## src/rtl/ec_pt_mult_sched_if.sv

```systemverilog
// Valid/ready stream bundle: one beat carries a data word, a control word and an error flag.
interface if_axi_stream #(
    parameter int DAT_BITS = 32,
    parameter int CTL_BITS = 8,
    parameter int MOD_BITS = 1
);
    logic                val;
    logic                rdy;
    logic                sop;
    logic                eop;
    logic                err;
    logic [MOD_BITS-1:0] mod;
    logic [DAT_BITS-1:0] dat;
    logic [CTL_BITS-1:0] ctl;

    modport source (output val, sop, eop, err, mod, dat, ctl, input rdy);
    modport sink   (input val, sop, eop, err, mod, dat, ctl, output rdy);
endinterface

```

## src/rtl/ec_pt_mult_sched.sv

```systemverilog
// In-order scheduler: queues point-multiply requests, keeps one job in the external
// multiplier at a time, and bypasses zero scalars straight to the point at infinity.
module ec_pt_mult_sched #(
    parameter int  P        = 251,
    parameter type FP_TYPE  = logic [31:0],
    parameter int  DAT_BITS = $clog2(P),
    parameter int  TAG_BITS = 8,
    parameter int  DEPTH    = 4
) (
    input  logic                     i_clk,
    input  logic                     i_rst_n,
    if_axi_stream.sink               i_req,
    if_axi_stream.source             o_pt_mult,
    if_axi_stream.sink               i_pt_mult,
    if_axi_stream.source             o_res,
    output logic [$clog2(DEPTH):0]   o_occ,
    output logic [15:0]              o_jobs
);
    localparam int PTR_BITS = $clog2(DEPTH);
    localparam int OCC_BITS = PTR_BITS + 1;
    localparam logic [OCC_BITS-1:0] OCC_FULL = OCC_BITS'(DEPTH);

    typedef enum logic [1:0] {IDLE, ISSUE, WAIT, OUTPUT} state_t;

    state_t                state;
    state_t                state_nxt;
    logic [PTR_BITS-1:0]   wr_ptr;
    logic [PTR_BITS-1:0]   rd_ptr;
    logic [OCC_BITS-1:0]   occ;
    FP_TYPE                mem_pt  [DEPTH];
    logic [DAT_BITS-1:0]   mem_sc  [DEPTH];
    logic [TAG_BITS-1:0]   mem_tag [DEPTH];
    logic [DAT_BITS-1:0]   head_sc;
    FP_TYPE                job_pt;
    logic [DAT_BITS-1:0]   job_sc;
    logic [TAG_BITS-1:0]   job_tag;
    FP_TYPE                res_pt;
    logic                  res_err;
    logic [15:0]           jobs;
    logic                  push;
    logic                  pop;
    logic                  res_hs;
    logic                  out_hs;

    always_comb begin
        head_sc = mem_sc[rd_ptr];
        push    = i_req.val && (occ < OCC_FULL);
        pop     = (state == IDLE) && (occ != '0);
        res_hs  = (state == WAIT) && i_pt_mult.val;
        out_hs  = (state == OUTPUT) && o_res.rdy;
    end

    always_ff @(posedge i_clk or negedge i_rst_n) begin
        if (!i_rst_n) state <= IDLE;
        else          state <= state_nxt;
    end

    always_comb begin
        state_nxt = state;
        case (state)
            IDLE:    if (pop) state_nxt = (head_sc != '0) ? ISSUE : OUTPUT;
            ISSUE:   if (o_pt_mult.rdy) state_nxt = WAIT;
            WAIT:    if (i_pt_mult.val) state_nxt = OUTPUT;
            OUTPUT:  if (o_res.rdy) state_nxt = IDLE;
            default: state_nxt = IDLE;
        endcase
    end

    always_comb begin
        i_req.rdy     = (occ < OCC_FULL);
        o_pt_mult.val = (state == ISSUE);
        o_pt_mult.dat = job_pt;
        o_pt_mult.ctl = job_sc;
        o_pt_mult.err = 1'b0;
        o_pt_mult.sop = 1'b1;
        o_pt_mult.eop = 1'b1;
        o_pt_mult.mod = '0;
        i_pt_mult.rdy = (state == WAIT);
        o_res.val     = (state == OUTPUT);
        o_res.dat     = res_pt;
        o_res.ctl     = job_tag;
        o_res.err     = res_err;
        o_res.sop     = 1'b1;
        o_res.eop     = 1'b1;
        o_res.mod     = '0;
    end

    // Occupancy is the only full/empty source; pointers simply wrap at DEPTH.
    always_ff @(posedge i_clk or negedge i_rst_n) begin
        if (!i_rst_n) begin
            wr_ptr <= '0;
            rd_ptr <= '0;
            occ    <= '0;
        end else begin
            if (push) wr_ptr <= wr_ptr + PTR_BITS'(1);
            if (pop)  rd_ptr <= rd_ptr + PTR_BITS'(1);
            case ({push, pop})
                2'b10:   occ <= occ + OCC_BITS'(1);
                2'b01:   occ <= occ - OCC_BITS'(1);
                default: occ <= occ;
            endcase
        end
    end

    always_ff @(posedge i_clk) begin
        if (push) begin
            mem_pt[wr_ptr]  <= FP_TYPE'(i_req.dat);
            mem_sc[wr_ptr]  <= i_req.ctl[DAT_BITS-1:0];
            mem_tag[wr_ptr] <= i_req.ctl[DAT_BITS +: TAG_BITS];
        end
    end

    always_ff @(posedge i_clk or negedge i_rst_n) begin
        if (!i_rst_n) begin
            job_pt  <= '0;
            job_sc  <= '0;
            job_tag <= '0;
            res_pt  <= '0;
            res_err <= 1'b0;
            jobs    <= '0;
        end else begin
            if (pop) begin
                job_pt  <= mem_pt[rd_ptr];
                job_sc  <= head_sc;
                job_tag <= mem_tag[rd_ptr];
                if (head_sc == '0) begin
                    res_pt  <= '0;
                    res_err <= 1'b0;
                end
            end
            if (res_hs) begin
                res_pt  <= i_pt_mult.err ? '0 : FP_TYPE'(i_pt_mult.dat);
                res_err <= i_pt_mult.err;
            end
            if (out_hs) jobs <= jobs + 16'd1;
        end
    end

    assign o_occ  = occ;
    assign o_jobs = jobs;

    logic unused_sig;
    assign unused_sig = ^{i_req.sop, i_req.eop, i_req.mod, i_req.err,
                          i_pt_mult.ctl, i_pt_mult.sop, i_pt_mult.eop, i_pt_mult.mod};
endmodule

```

## src/flat_wrapper.sv

```systemverilog
// flat-port wrapper written by rule: the top's interface ports become plain ports
module ec_pt_mult_sched_flat 
#(
    parameter int  P        = 251,
    parameter type FP_TYPE  = logic [31:0],
    parameter int  DAT_BITS = $clog2(P),
    parameter int  TAG_BITS = 8,
    parameter int  DEPTH    = 4
)
  (i_clk, i_rst_n, o_occ, o_jobs, i_req_val, i_req_sop, i_req_eop, i_req_err, i_req_mod, i_req_dat, i_req_ctl, i_req_rdy, o_pt_mult_val, o_pt_mult_sop, o_pt_mult_eop, o_pt_mult_err, o_pt_mult_mod, o_pt_mult_dat, o_pt_mult_ctl, o_pt_mult_rdy, i_pt_mult_val, i_pt_mult_sop, i_pt_mult_eop, i_pt_mult_err, i_pt_mult_mod, i_pt_mult_dat, i_pt_mult_ctl, i_pt_mult_rdy, o_res_val, o_res_sop, o_res_eop, o_res_err, o_res_mod, o_res_dat, o_res_ctl, o_res_rdy);
  if_axi_stream #(.DAT_BITS(DAT_BITS), .CTL_BITS(16)) i_req_i ();
  if_axi_stream #(.DAT_BITS(DAT_BITS), .CTL_BITS(8)) o_pt_mult_i ();
  if_axi_stream #(.DAT_BITS(DAT_BITS), .CTL_BITS(8)) i_pt_mult_i ();
  if_axi_stream #(.DAT_BITS(DAT_BITS), .CTL_BITS(8)) o_res_i ();
  input  logic i_clk;
  input  logic i_rst_n;
  output logic [$clog2(DEPTH):0] o_occ;
  output logic [15:0] o_jobs;
  input wire logic [$bits(i_req_i.val)-1:0] i_req_val;
  input wire logic [$bits(i_req_i.sop)-1:0] i_req_sop;
  input wire logic [$bits(i_req_i.eop)-1:0] i_req_eop;
  input wire logic [$bits(i_req_i.err)-1:0] i_req_err;
  input wire logic [$bits(i_req_i.mod)-1:0] i_req_mod;
  input wire logic [$bits(i_req_i.dat)-1:0] i_req_dat;
  input wire logic [$bits(i_req_i.ctl)-1:0] i_req_ctl;
  output wire logic [$bits(i_req_i.rdy)-1:0] i_req_rdy;
  output wire logic [$bits(o_pt_mult_i.val)-1:0] o_pt_mult_val;
  output wire logic [$bits(o_pt_mult_i.sop)-1:0] o_pt_mult_sop;
  output wire logic [$bits(o_pt_mult_i.eop)-1:0] o_pt_mult_eop;
  output wire logic [$bits(o_pt_mult_i.err)-1:0] o_pt_mult_err;
  output wire logic [$bits(o_pt_mult_i.mod)-1:0] o_pt_mult_mod;
  output wire logic [$bits(o_pt_mult_i.dat)-1:0] o_pt_mult_dat;
  output wire logic [$bits(o_pt_mult_i.ctl)-1:0] o_pt_mult_ctl;
  input wire logic [$bits(o_pt_mult_i.rdy)-1:0] o_pt_mult_rdy;
  input wire logic [$bits(i_pt_mult_i.val)-1:0] i_pt_mult_val;
  input wire logic [$bits(i_pt_mult_i.sop)-1:0] i_pt_mult_sop;
  input wire logic [$bits(i_pt_mult_i.eop)-1:0] i_pt_mult_eop;
  input wire logic [$bits(i_pt_mult_i.err)-1:0] i_pt_mult_err;
  input wire logic [$bits(i_pt_mult_i.mod)-1:0] i_pt_mult_mod;
  input wire logic [$bits(i_pt_mult_i.dat)-1:0] i_pt_mult_dat;
  input wire logic [$bits(i_pt_mult_i.ctl)-1:0] i_pt_mult_ctl;
  output wire logic [$bits(i_pt_mult_i.rdy)-1:0] i_pt_mult_rdy;
  output wire logic [$bits(o_res_i.val)-1:0] o_res_val;
  output wire logic [$bits(o_res_i.sop)-1:0] o_res_sop;
  output wire logic [$bits(o_res_i.eop)-1:0] o_res_eop;
  output wire logic [$bits(o_res_i.err)-1:0] o_res_err;
  output wire logic [$bits(o_res_i.mod)-1:0] o_res_mod;
  output wire logic [$bits(o_res_i.dat)-1:0] o_res_dat;
  output wire logic [$bits(o_res_i.ctl)-1:0] o_res_ctl;
  input wire logic [$bits(o_res_i.rdy)-1:0] o_res_rdy;
  assign i_req_i.val = i_req_val;
  assign i_req_i.sop = i_req_sop;
  assign i_req_i.eop = i_req_eop;
  assign i_req_i.err = i_req_err;
  assign i_req_i.mod = i_req_mod;
  assign i_req_i.dat = i_req_dat;
  assign i_req_i.ctl = i_req_ctl;
  assign i_req_rdy = i_req_i.rdy;
  assign o_pt_mult_val = o_pt_mult_i.val;
  assign o_pt_mult_sop = o_pt_mult_i.sop;
  assign o_pt_mult_eop = o_pt_mult_i.eop;
  assign o_pt_mult_err = o_pt_mult_i.err;
  assign o_pt_mult_mod = o_pt_mult_i.mod;
  assign o_pt_mult_dat = o_pt_mult_i.dat;
  assign o_pt_mult_ctl = o_pt_mult_i.ctl;
  assign o_pt_mult_i.rdy = o_pt_mult_rdy;
  assign i_pt_mult_i.val = i_pt_mult_val;
  assign i_pt_mult_i.sop = i_pt_mult_sop;
  assign i_pt_mult_i.eop = i_pt_mult_eop;
  assign i_pt_mult_i.err = i_pt_mult_err;
  assign i_pt_mult_i.mod = i_pt_mult_mod;
  assign i_pt_mult_i.dat = i_pt_mult_dat;
  assign i_pt_mult_i.ctl = i_pt_mult_ctl;
  assign i_pt_mult_rdy = i_pt_mult_i.rdy;
  assign o_res_val = o_res_i.val;
  assign o_res_sop = o_res_i.sop;
  assign o_res_eop = o_res_i.eop;
  assign o_res_err = o_res_i.err;
  assign o_res_mod = o_res_i.mod;
  assign o_res_dat = o_res_i.dat;
  assign o_res_ctl = o_res_i.ctl;
  assign o_res_i.rdy = o_res_rdy;
  ec_pt_mult_sched #(.P(P), .FP_TYPE(FP_TYPE), .DAT_BITS(DAT_BITS), .TAG_BITS(TAG_BITS), .DEPTH(DEPTH)) u_core (.i_clk(i_clk), .i_rst_n(i_rst_n), .i_req(i_req_i), .o_pt_mult(o_pt_mult_i), .i_pt_mult(i_pt_mult_i), .o_res(o_res_i), .o_occ(o_occ), .o_jobs(o_jobs));
endmodule
```

## config.mk

```make
export PLATFORM = sky130hd
export DESIGN_NAME = ec_pt_mult_sched_flat
export DESIGN_NICKNAME = d
export VERILOG_FILES = /design/src/rtl/ec_pt_mult_sched_if.sv /design/src/rtl/ec_pt_mult_sched.sv /design/src/flat_wrapper.sv
export SDC_FILE = /design/constraint.sdc
export NUM_CORES = 1
export LEC_CHECK = 0
export CAP_MARGIN = 20
export CORE_ASPECT_RATIO = 0.7
export CORE_MARGIN = 5
export CORE_UTILIZATION = 35
export CTS_BUF_LIST = sky130_fd_sc_hd__clkbuf_4 sky130_fd_sc_hd__clkbuf_8
export CTS_CLUSTER_DIAMETER = 100
export DETAILED_ROUTE_END_ITERATION = 8
export GPL_ROUTABILITY_DRIVEN = 0
export HOLD_SLACK_MARGIN = 0.03
export PLACE_DENSITY = 0.6
export SETUP_SLACK_MARGIN = 0.15
export SLEW_MARGIN = 20
export SYNTH_ARGS = -nofsm -noshare
export SYNTH_HDL_FRONTEND = slang
export SYNTH_SLANG_ARGS = --single-unit
export TNS_END_PERCENT = 50
```

## constraint.sdc

```tcl
create_clock -name i_clk -period 7.36 [get_ports i_clk]
set_input_delay 1.472 -clock i_clk [delete_from_list [all_inputs] [get_ports i_clk]]
set_output_delay 1.472 -clock i_clk [all_outputs]
set_load 0.005 [all_outputs]
```

; ---- Word level (Yosys, flattened, before mapping)
; Memory sizes are Yosys's and may differ from the RTL's. A register that Yosys moved wholly into a read port is not among the register bits.
; Index checks and enable logic that the tools add are counted.
[totals]
regBits = 42
latch_bits = 0
ramBits = 96
mem_bits_ro = 0
word_cells = 57
mem_count = 3
[memory_table]
columns = memory, depth, width, read_ports, rd_clocked_by_memory_dff, write_ports, line_no
row1 = u_core.mem_pt, 4, 8, 1, 1, 1, ec_pt_mult_sched.sv:30  ; FP_TYPE mem_pt [DEPTH];
row2 = u_core.mem_sc, 4, 8, 1, 0, 1, ec_pt_mult_sched.sv:31  ; logic [DAT_BITS-1:0] mem_sc [DEPTH];
row3 = u_core.mem_tag, 4, 8, 1, 1, 1, ec_pt_mult_sched.sv:32  ; logic [TAG_BITS-1:0] mem_tag [DEPTH];
[op_classes]
n_addsub = 5
mul = 0
div_mod_pow = 0
n_lt_le_gt_ge = 1
eq_ne = 9
shifts = 0
muxes = 16
bitwise_logic = 0
reduce_logical = 15
[op_table]
columns = cell, n
row1 = $mux W8, 4
row2 = $add A16 B1 Y16 const B, 1
row3 = $mux W2, 5
row4 = $logic_not A8 Y1, 1
row5 = $pmux W2 S4, 1
row6 = $reduce_bool A8 Y1, 1
row7 = $eq A2 B2 Y1 const B, 3
row8 = $ne A2 B1 Y1 const B, 3
row9 = $pmux W3 S2, 1
row10 = $reduce_bool A2 Y1, 3
row11 = $mux W1, 5
row12 = $add A2 B1 Y2 const B, 2
row13 = $eq A2 B1 Y1 const B, 2
row14 = $logic_and A1 B1 Y1, 4
row15 = $reduce_and A4 Y1, 1
row16 = $add A3 B1 Y3 const B, 1
row17 = $lt A3 B3 Y1 const B, 1
row18 = $reduce_bool A3 Y1, 1
row19 = $sub A3 B1 Y3 const B, 1
row20 = $logic_not A1 Y1, 2
row21 = $logic_not A2 Y1, 1
row22 = $ne A2 B2 Y1 const B, 1
row23 = $reduce_and A2 Y1, 1

; ---- Logic depth before layout (Yosys ltp)
; An unclocked memory read counts as a cell.
[logic_depth]
word_depth = 5
ltp_mapped = 12

; ---- Worst setup path after synthesis
; OpenSTA, ideal clock, no wires.
[synth_path]
kind = input port to flip-flop
start = input port i_req_val
end = memory u_core.mem_pt[0][0] in the netlist's numbering (enable)
setup_ns = 0.383
t_arrival_ns = 2.459
t_required_ns = 6.977
setup_slack_ns = 4.519
cell_stages = 3
path_cell_list = nor2b_1 clkbuf_1 and2_1
[synth_via]
elab_chain_cells = 3
[synth_rtl]
columns = element, line_no
row1 = "start, declared", flat_wrapper.sv:19  ; input wire logic [$bits(i_req_i.val)-1:0] i_req_val;
row2 = $logic_and A1 B1 Y1, ec_pt_mult_sched.sv:47  ; push = i_req.val && (occ < OCC_FULL);
row3 = $mux W1, ec_pt_mult_sched.sv:106  ; if (push) begin
row4 = $mux W1 (implied by the code), ec_pt_mult_sched.sv:107  ; mem_pt[wr_ptr] <= FP_TYPE'(i_req.dat);
row5 = "end, declared", ec_pt_mult_sched.sv:30
; No other way between the ends.

; ---- Worst setup path after layout
[layout_path]
start = register u_core.state[0]
end = output port i_pt_mult_rdy
[layout_via]
elab_chain_cells = 1
[layout_rtl]
columns = element, line_no
row1 = "start, declared", ec_pt_mult_sched.sv:25  ; state_t state;
row2 = "start signal, assigned", ec_pt_mult_sched.sv:55  ; else state <= state_nxt;
row3 = $eq A2 B2 Y1, ec_pt_mult_sched.sv:78  ; i_pt_mult.rdy = (state == WAIT);
row4 = "end, declared", flat_wrapper.sv:42  ; output wire logic [$bits(i_pt_mult_i.rdy)-1:0] i_pt_mult_rdy;
; No other way between the ends.

==> results.tsv <==
metric	value	unit
run_status	finished, final reports clean	
routed_via_density	4.58	
cts_resized	0	
final_cell_area	7630	sq um
irDropWorstVdd	0.170	mV
utilization	44.6	%
numCtsBuffers	17	
slowest_stage	clkdlybuf4s50_1	
avgSynthCellArea	16.0	sq um
clk_pin_slew	0.08	ns
start_util	35.5	%
htree_levels	4	
dr_total_vias	3342	
fp-row-count	40	
yosys_register_bits	154	
diodes	0	
drv_slew	0	
fin_skew	0.0157	ns
dieArea	20100	sq um
die_h	120	um
cp-start-kind	flip-flop	
slew_headroom	39.0	%
ys_types	36	
finalPower	2.80	mW
crit_fanout	6	
cts.hold.buffers_added	0	
fp.dieW	167	um
clockBufferDepth	2	
post_cts_buffers	0	
io_pins	117	
grt_pass1_vias	3550	
maxCapViolations	0	
drt_iter0_markers	181	
synth.cell_area	6080	sq um
drc	0	
ys_seq_area_share	71.3	%
cts_sinks	154	
timing.fmax	303	MHz
cp.required	5.89	ns
nets	552	
final_hold_viol_count	0	
antenna_found_initial	0	
routedWlPerCell	16.5	um
grt_max_degree	59	
cp_num_buf_inv	2	
cts_tree	built	
cpPeakStageDelay	0.55	ns
final_antenna_net_count	0	
powerDensity	367	nW/um^2
crit_arrival	1.82	ns
grt_overflow_total	0	
setup_viol	0	
hpwl	7700	um
globalRouteTotalUtil	12.7	%
portBuffers	94	
p_leak	2.97	nW
cp_cell_sequence	inv_1 -> ha_1 -> clkdlybuf4s50_1	
post-route-min-period	3.30	ns
dpl_cell_area	7250	sq um
rsz0062_at_grt	false	
firstDrtPassIters	4	
clock_latency	0.45	ns
period_share	44.8	%
drive_gt1_share	13.6	%
grt_pass1_wl	19300	um
fp.coreArea	17100	sq um
synthCells	381	
cts_root_buf	clkbuf_8	
drt-total-wl	12100	um
hold_path_class	flip-flop to flip-flop	
criticalPathCategory	flip-flop to primary output	
crit_path_end_kind	primary output	
cp_top_family	buffers and inverters	
yosysWarnings	0	
syn_to_final_growth	25.6	%
worst_pin_slew	0.892	ns
setup_tns	0	ns
whs	0.467	ns
==> flip-flops by register name (all words and copies together), names as in the netlist <==
name and cells:
u_core.mem_tag 32, u_core.o_occ 3, u_core.mem_sc 32, u_core.o_res.ctl 8, u_core.o_pt_mult.ctl 8, u_core.job_pt 8
u_core.state 2, u_core.mem_pt 32, u_core.o_jobs 16, u_core.rd_ptr 2, u_core.res_pt 8, u_core.wr_ptr 2
u_core.o_res.err 1
==> report_power, final <==
part           leakage (nW)  internal, mW  switching (mW)
clock network         0.207         0.312           0.291
logic                  1.17         0.500           0.427
registers              1.60          1.13           0.144
==> cells in the mapped netlist, drive strengths merged <==
| cell type | count | area, sq um |
|---|---|---|
| a31oi | 1 | 6.26 |
| xnor2 | 10 | 87.6 |
| conb | 2 | 7.51 |
| mux2i | 1 | 10.0 |
| nor3 | 4 | 20.0 |
| clkbuf | 5 | 18.8 |
| nand3 | 4 | 20.0 |
| a32oi | 1 | 16.3 |
| nand4 | 3 | 18.8 |
| ha | 11 | 138 |
| a22o | 8 | 70.1 |
| nor2b | 5 | 31.3 |
| inv | 13 | 48.8 |
| nor2 | 9 | 33.8 |
| a21oi | 2 | 10.0 |
| edfxtp | 96 | 2880 |
| o21ai | 3 | 15.0 |
| mux4 | 24 | 541 |
| fa | 1 | 20.0 |
| nand2 | 79 | 297 |
| nand2b | 1 | 6.26 |
| buf | 14 | 97.6 |
| xor2 | 11 | 96.3 |
| dfrtp | 58 | 1450 |
| and2 | 6 | 37.5 |
| nor4 | 3 | 48.8 |
| a2111oi | 1 | 8.76 |
| and3 | 3 | 18.8 |
| a311oi | 1 | 8.76 |
| mux2 | 1 | 11.3 |
==> cell type report <==
class	instances	area, sq um
fillers	1551	9480
multi-input cells	200	1600
well taps	231	289
clock buffers	24	312
repair buffers	100	983
inverters	13	48.8
flip-flops and latches	154	4340
clock inverters	8	68.8
==> layout by cell type, fill, tap and decap left out, drive strengths merged, types with 10 or more instances in the layout <==
cell and instances:
ha 11, edfxtp 96, nand2 79, xor2 11
xnor2 10, clkbuf 24, clkdlybuf4s50 93, inv 14
mux4 24, dfrtp 58
==> metal layers <==
metal	wire length (um)	up-vias	share of wire, %	track usage [%]
met2	5870	77	49	20.0
met4	161	0	1.3	4.36
met5	0	-	0	0
li1	-	1564	-	-
met1	5330	1685	44	16.4
met3	713	16	5.9	4.51
==> logic make-up after synthesis <==
group / count (synthesis) / synth area share (%)
other: 2 / 0.124
and+or+nand+nor: 117 / 8.75
DFF: 154 / 71.3
muxes: 26 / 9.24
buffers and inverters: 32 / 2.72
xor gates and xnor gates: 21 / 3.03
AOI/OAI and AO/OA: 17 / 2.22
adders and majority gates: 12 / 2.59
==> through the flow <==
stage | std cells | setup WS [ns]
floorplan | 386 | 4.52
global placement | 698 | 4.04
global route | 730 | 3.94
finish | 730 | 4.06
CTS | 730 | 4.04
detailed placement | 698 | 4.02
==> path summary, 6_finish.rpt <==
path	startpoint	endpoint	slack (ns)	cells after the start
min in group asynchronous	i_rst_n	u_core.o_res.ctl[2]	1.10	1
max	u_core.state[0]	i_pt_mult_rdy	4.06	3
min reg2reg	u_core.o_jobs[15]	u_core.o_jobs[15]	0.47	1
min	u_core.o_jobs[15]	u_core.o_jobs[15]	0.47	1
max reg2reg	u_core.o_occ[2]	u_core.o_occ[2]	4.60	10
max in group asynchronous	i_rst_n	u_core.rd_ptr[0]	5.70	1
Note: power is estimated with default switching activity, not from simulation.
